[src/rtl/piso_tx.sv]
// Parallel-in serial-out transmitter: WIDTH-bit word in over valid/ready, shifted out MSB first,
// one bit per DIV clocks. Define PARITY_EN to append an even-parity bit period after the data bits.
module piso_tx #(
    parameter int WIDTH = 4,
    parameter int DIV   = 100_000_000
) (
    input  logic             clk,
    input  logic             rst_n,
    input  logic [WIDTH-1:0] din,
    input  logic             din_valid,
    output logic             din_ready,
    output logic             s_out,
    output logic             ref_clk,
    output logic             busy,
    output logic             done
);

    localparam int DW = $clog2(DIV);
    localparam int CW = (WIDTH > 1) ? $clog2(WIDTH) : 1;

    localparam logic [DW-1:0] DIV_LAST = DW'(DIV - 1);
    localparam logic [DW-1:0] DIV_HALF = DW'(DIV / 2);
    localparam logic [CW-1:0] BIT_LAST = CW'(WIDTH - 1);

    localparam logic [1:0] ST_IDLE  = 2'd0;
    localparam logic [1:0] ST_SHIFT = 2'd1;
`ifdef PARITY_EN
    localparam logic [1:0] ST_PAR   = 2'd2;

    function automatic logic even_parity(input logic [WIDTH-1:0] word);
        even_parity = ^word;
    endfunction
`endif

    logic [1:0]       state_q, state_d;
    logic [WIDTH-1:0] shreg_q, shreg_d;
    logic [CW-1:0]    bit_q, bit_d;
    logic [DW-1:0]    div_q, div_d;
    logic             s_out_q, s_out_d;
    logic             ref_q, ref_d;
    logic             busy_q, busy_d;
    logic             done_q, done_d;
    logic             ready_q, ready_d;
    logic             tick_s;
    logic [WIDTH-1:0] rot_s;

    assign tick_s = (div_q == DIV_LAST);
    // Rotate rather than shift so the captured word is never lost; its parity is rotation-invariant.
    assign rot_s  = (shreg_q << 1) | (shreg_q >> (WIDTH - 1));

    // Next-state and output decode for the transmit sequencer.
    always_comb begin
        state_d = state_q;
        shreg_d = shreg_q;
        bit_d   = bit_q;
        div_d   = div_q;
        s_out_d = s_out_q;
        busy_d  = busy_q;
        ready_d = ready_q;
        done_d  = 1'b0;
        case (state_q)
            ST_IDLE: begin
                ready_d = 1'b1;
                div_d   = '0;
                if (din_valid && ready_q) begin
                    shreg_d = din;
                    state_d = ST_SHIFT;
                    s_out_d = din[WIDTH-1];
                    busy_d  = 1'b1;
                    ready_d = 1'b0;
                    bit_d   = '0;
                end else begin
                    state_d = ST_IDLE;
                end
            end
            ST_SHIFT: begin
                if (tick_s) begin
                    div_d = '0;
                    if (bit_q == BIT_LAST) begin
`ifdef PARITY_EN
                        state_d = ST_PAR;
                        s_out_d = even_parity(shreg_q);
`else
                        state_d = ST_IDLE;
                        s_out_d = 1'b0;
                        busy_d  = 1'b0;
                        done_d  = 1'b1;
                        ready_d = 1'b1;
`endif
                    end else begin
                        shreg_d = rot_s;
                        s_out_d = rot_s[WIDTH-1];
                        bit_d   = bit_q + CW'(1);
                    end
                end else begin
                    div_d = div_q + DW'(1);
                end
            end
`ifdef PARITY_EN
            ST_PAR: begin
                if (tick_s) begin
                    state_d = ST_IDLE;
                    div_d   = '0;
                    s_out_d = 1'b0;
                    busy_d  = 1'b0;
                    done_d  = 1'b1;
                    ready_d = 1'b1;
                end else begin
                    div_d = div_q + DW'(1);
                end
            end
`endif
            default: begin
                state_d = ST_IDLE;
                div_d   = '0;
                s_out_d = 1'b0;
                busy_d  = 1'b0;
                ready_d = 1'b0;
            end
        endcase
        ref_d = (state_d != ST_IDLE) && (div_d < DIV_HALF);
    end

    // State and output registers.
    always_ff @(posedge clk or negedge rst_n) begin
        if (!rst_n) begin
            state_q <= ST_IDLE;
            shreg_q <= '0;
            bit_q   <= '0;
            div_q   <= '0;
            s_out_q <= 1'b0;
            ref_q   <= 1'b0;
            busy_q  <= 1'b0;
            done_q  <= 1'b0;
            ready_q <= 1'b0;
        end else begin
            state_q <= state_d;
            shreg_q <= shreg_d;
            bit_q   <= bit_d;
            div_q   <= div_d;
            s_out_q <= s_out_d;
            ref_q   <= ref_d;
            busy_q  <= busy_d;
            done_q  <= done_d;
            ready_q <= ready_d;
        end
    end

    assign din_ready = ready_q;
    assign s_out     = s_out_q;
    assign ref_clk   = ref_q;
    assign busy      = busy_q;
    assign done      = done_q;

endmodule

[config.mk]
export PLATFORM = sky130hd
export DESIGN_NAME = piso_tx
export DESIGN_NICKNAME = d
export VERILOG_FILES = /design/src/rtl/piso_tx.sv
export SDC_FILE = /design/constraint.sdc
export NUM_CORES = 1
export LEC_CHECK = 0
export CORE_UTILIZATION = 50
export DETAILED_ROUTE_END_ITERATION = 10
export GPL_TIMING_DRIVEN = 0
export PLACE_DENSITY = 0.7
export RECOVER_POWER = 50
export SKIP_CTS_REPAIR_TIMING = 1
export SYNTH_ARGS = -nofsm -noshare
export SYNTH_HDL_FRONTEND = slang
export SYNTH_SLANG_ARGS = --single-unit
[constraint.sdc]
create_clock -name clk -period 3.1 [get_ports clk]
set_input_delay 0.775 -clock clk [delete_from_list [all_inputs] [get_ports clk]]
set_output_delay 0.775 -clock clk [all_outputs]
set_load 0.005 [all_outputs]
* Word level (Yosys, flattened, before mapping)
Index checks and enable logic that the tools add are counted.
Storage, ports and cells: flip-flop bits (word level) 40, word-level logic and storage cells 58, input port bits 7, output and inout port bits 5
Operators by class: $add $sub $neg 2, bitwise logic cells 1, equal/unequal tests 7, $lt $le $gt $ge 1, reduce and logical (&&, ||, !) cells 9, muxes and demuxes 29
Operators by type and width (count):
- 27-bit 2-to-1 mux | 2
- 27-bit by 1-bit adder with 27-bit output, second input constant | 1
- 27-bit equality test, second input constant | 1
- 27-bit by 26-bit less-than comparator with 1-bit output, second input constant | 1
- 1-bit 2-to-1 mux | 13
- 4-bit 2-to-1 mux | 3
- 2-bit 2-to-1 mux | 5
- 2-bit inequality test, second input constant | 4
- 2-bit one-hot mux with 2 select lines | 2
- 4-bit one-hot mux with 2 select lines | 1
- 1-bit one-hot mux with 2 select lines | 3
- 4-bit by 1-bit bitwise OR with 4-bit output | 1
- 2-bit AND reduction | 2
- 4-bit AND reduction | 1
- 2-bit nonzero test | 2
- 3-bit AND reduction | 1
- 2-bit by 1-bit adder with 2-bit output, second input constant | 1
- 2-bit by 1-bit equality test with 1-bit output, second input constant | 1
- 2-bit equality test, second input constant | 1
- 1-bit logical AND | 2
- 2-bit zero test | 1

* Logic depth before layout (Yosys ltp)
Gate-level depths: netlist of the first run.
depth after elaboration 6, depth in mapped cells 9, depth with buffers taken out 8

* Least setup slack after synthesis of the first run
Ideal clock, no wire load.
path type register -> register, from register div_q[0], to register ref_q (netlist: ref_clk), path buffers 1, data required time 2965 ps, setup slack 811 ps, data arrival time 2155 ps, setup time 135 ps, period minus slack after synthesis 2289 ps, stages on the path, launching flop included 10, cell sequence dfrtp_1 ha_1 and4_1 and3_1 buf_4 nand3_1 xor2_1 or4_4 o31ai_2 a31oi_1
Between the ends: word-level cells in the longest chain between the ends 5, elaborated cells between the ends (all ways) 9, classes of those cells add/sub (1); order compare (1); eq/ne (1); mux (4); reduce/logical (2)
Ends and longest elaborated chain:
- start: declaration | line 38 | logic [DW-1:0] div_q, div_d;
- start signal: assignment | line 140 | div_q <= div_d;
- 27-bit by 1-bit adder with 27-bit output or 27-bit equality test (tied branches) | line 96, 47
- 27-bit 2-to-1 mux or 2-bit 2-to-1 mux (tied branches) | line 77 | if (tick_s) begin
- 27-bit 2-to-1 mux or 2-bit one-hot mux with 2 select lines (tied branches) | line 61 | case (state_q)
- 27-bit by 26-bit less-than comparator with 1-bit output or 2-bit nonzero test (tied branches) | line 121 | ref_d = (state_d != ST_IDLE) && (div_d < DIV_HALF);
- 1-bit logical AND * | line 121
- via ref_d | line 40 | logic ref_q, ref_d;
- end signal: assignment | line 142 | ref_q <= ref_d;
- end: declaration | line 40
Mark *: on every way through the listed nets, which the timed path passes. The rest lies on a longest branch. A chain may end at the register's enable or synchronous reset.

* Worst setup path after layout of the first run
Ends and elaborated chain as after synthesis.

==> results of run 1 <==
state kept, by name, summed over array words and instances, names as in the netlist:
name and cells:
ref_clk 1, bit_q 2, done 1, din_ready 1, shreg_q 4, div_q 27
state_q 2, s_out 1, busy 1
area by class of cell:
class	count	area [sq um]	share of cell area [%]
multi-input combinational	173	1140	45.6
inverter	5	18.8	0.750
clock inverter	3	18.8	0.750
sequential	40	1000	40.0
timing repair buffer	12	109	4.35
tap	52	65.1	2.60
clock buffer	5	68.8	2.75
buffer	14	81.3	3.25
layout by cell type, fill, tap and decap left out, types with 3 or more instances in the layout:
cell / Yosys / layout
a21oi_1: 7 / 7
a31oi_1: 4 / 4
and3_1: 4 / 4
and4_1: 6 / 6
buf_2: 5 / 6
clkbuf_1: 5 / 6
clkbuf_8: 0 / 5
clkdlybuf4s50_1: 0 / 10
dfrtp_1: 40 / 40
inv_1: 5 / 5
nand2_1: 18 / 18
nand3_1: 14 / 14
nand4_1: 6 / 7
nor2_1: 41 / 41
nor4_1: 3 / 3
nor4_4: 3 / 3
nor4b_1: 4 / 4
xnor2_1: 12 / 12
xor2_1: 16 / 16
metal layers:
layer	GRT usage [%]	share of wire, %	up-vias	routed length, microns
met3	3.05	1.8	6	79
met4	6.35	1.2	0	51
met1	29.4	52	784	2290
li1	-	-	853	-
met5	0	0	-	0
met2	31.4	45	17	2010
worst max-delay path, cell delays in order, from the launching register on:
cell,delay [ns]
dfrtp_1,0.42
ha_1,0.32
nand4_1,0.29
nor4_4,0.62
nand3_1,0.18
xor2_1,0.20
nor3_1,0.06
or3b_1,0.34
a31oi_1,0.19
path summary, 6_finish.rpt:
kind / start / endpoint / depth (start not counted) / slack (ns)
max: div_q[0] / ref_clk / 8 / 0.38
min: bit_q[0] / bit_q[0] / 1 / 0.49
max reg2reg: div_q[0] / ref_clk / 8 / 0.38
min reg2reg: bit_q[0] / bit_q[0] / 1 / 0.49
max in group asynchronous: rst_n / div_q[22] / 2 / 0.71
min in group asynchronous: rst_n / bit_q[1] / 2 / 1.19
per-stage QoR:
| stage | total power [mW] | hold WS [ns] |
|---|---|---|
| finish | 0.981 | 0.487 |
| global route | 1.03 | 0.505 |
| CTS | 0.996 | 0.447 |
| detailed placement | 0.655 | 0.473 |
| global placement | 0.650 | 0.468 |
| floorplan | 0.611 | 0.457 |
power by group through the flow:
| stage | clock network, mW | logic, mW | registers (mW) |
|---|---|---|---|
| 5_1_grt | 0.378 | 0.0945 | 0.561 |
| 6_report | 0.340 | 0.0826 | 0.558 |
| 2_1_floorplan | 0 | 0.0455 | 0.565 |
| 3_3_place_gp | 0 | 0.0824 | 0.567 |
| 4_1_cts | 0.351 | 0.0869 | 0.558 |
| 3_5_place_dp | 0 | 0.0866 | 0.569 |
cell families (layout without fill, tap and decap cells):
kind of cell,Yosys count,in the layout,synth area share [%]
AND/OR/NAND/NOR,117,117,31.1
flip-flops,40,40,44.3
XOR/XNOR,28,28,10.9
AO/OA/AOI/OAI,23,23,7.10
buffers and inverters,19,39,4.43
adder cells (fa/ha/maj),2,2,1.11
multiplexers,2,2,0.887
other,1,1,0.166
==> summary.md, run 1 <==
| Metric | Value |
|---|---|
| CTS tree | `done` |
| FILL cells | `373` |
| Pre-CTS setup slack | `0.470 ns` |
| Via/cell ratio | `5.46` |
| Asr flop ratio synth | `100%` |
| Initial Util | `51.8%` |
| Post-synth top flop | `dfrtp_1` |
| Starting DRT DRC Count | `135` |
| Critical Path AT | `2.91 ns` |
| Final period util | `87.6%` |
| Final core occ | `57.5%` |
| Drt pass-1 iters | `4` |
| CP max FO | `9` |
| Clock power frac | `34.7%` |
| Skew final | `0.00764 ns` |
| Sequential area share after synthesis | `44.3%` |
| Final instance area | `0.00250 sq mm` |
| Core ar. | `0.00435 sq mm` |
| Slew HR | `-40.9%` |
| Die ar. | `0.00479 sq mm` |
| First-pass GRT wire length | `7760 microns` |
| Clock Latency Late Sink | `0.29 ns` |
| Congestion Overflow GR | `0` |
| I/O Pins | `12` |
| CP startpoint kind | `flop` |
| Synth cell count leaders | `41 x nor2_1, 40 x dfrtp_1, 18 x nand2_1` |
| Slew @ Worst Pin | `2.11 ns` |
| Flop pwr share | `56.9%` |
| Fin cells | `304` |
| Top post-synthesis cells by area | `dfrtp_1 44%, nor2_1 6.8%, xor2_1 6.2%` |
| Avg WL per Cell | `14.6 microns` |
| Mapped Avg Cell Area | `9.73 sq um` |
| Area leader, netlist | `dfrtp_1` |
| Clock root buffer | `clkbuf_8` |
| Antenna-violating nets left | `0` |
| Nets | `260` |
| Inst Count DP | `296` |
| Placed instance area | `0.00245 sq mm` |
| Internal | `737 uW` |
| Sw frac | `24.9%` |
| Routability congestion estimate | `0.786` |
| Reg clk slew, reported paths | `0.08 ns` |
| EDFF count, synth | `0` |
| Chip height | `69.2 microns` |
| Leak | `1.07 nW` |
| Diodes inserted | `0` |
| # DRC | `0` |
| Status | `finished, violations left` |
| Synthesized flop and latch total | `40` |
| Port Buffers | `11` |
| Std cell rows | `24` |
| Hold Crit Class | `flop to flop` |
| Synth cell types | `50` |
| Max Slew Vio Count | `41` |
| Vias in the first global route | `1640` |
| P_sw | `244 uW` |
| Die width | `69.2 microns` |
| H-tree depth | `2` |
| Global Route Usage Sum | `20.3%` |
| Mapped cell area | `0.00226 sq mm` |
| Area grow syn2layout | `10.9%` |
| Worst Setup End Kind | `flop` |
| Worst Path Required | `3.29 ns` |
| Final wirelength | `4430 microns` |
| Final Hold Fails | `0` |
| Fin Setup TNS | `0 ns` |
| Tmin final | `2.72 ns` |
| Maximum vdd drop | `0.246 mV` |
| CTS Buf Count | `5` |
| Syn Nets | `241` |
| Synth Warn # | `0` |
| Synth top area share | `44.3%` |
| Failing checks | `max-capacitance violations, max-slew violations` |
| Worst Path Class, Setup | `flop to flop` |
| Fraction of layout cells with a size suffix above 1 | `11.9%` |
| Vias after detailed routing | `1660` |
| Endpoints failing setup | `0` |
| Sink Count | `40` |
| Synth Instances | `232` |
| Post-DP HPWL | `3160 microns` |
| Unrepaired setup endpoints after global routing | `no` |
| Clk buf depth | `2` |
| Pin count of the biggest net entering global routing | `41` |
| Initial antenna violation count | `0` |
| MaxCap Viol Count | `1` |
| Top-count cell post-synth | `nor2_1` |
| Gate power share | `8.4%` |
| Max Freq | `368 MHz` |
| Worst Slack Setup Final | `0.384 ns` |
| PwrDens | `392 mW/mm^2` |
(Power assumes the default switching activity.)
==> run 2: changes to the inputs <==
--- a/config.mk
+++ b/config.mk
@@ -6,6 +6,7 @@
 export NUM_CORES = 1
 export LEC_CHECK = 0
 export CORE_UTILIZATION = 50
+export CTS_CLUSTER_SIZE = 10
 export DETAILED_ROUTE_END_ITERATION = 10
 export GPL_TIMING_DRIVEN = 0
 export PLACE_DENSITY = 0.7
==> results of run 2 <==
Final layout, timing and power as in run 1 (identical DEF).
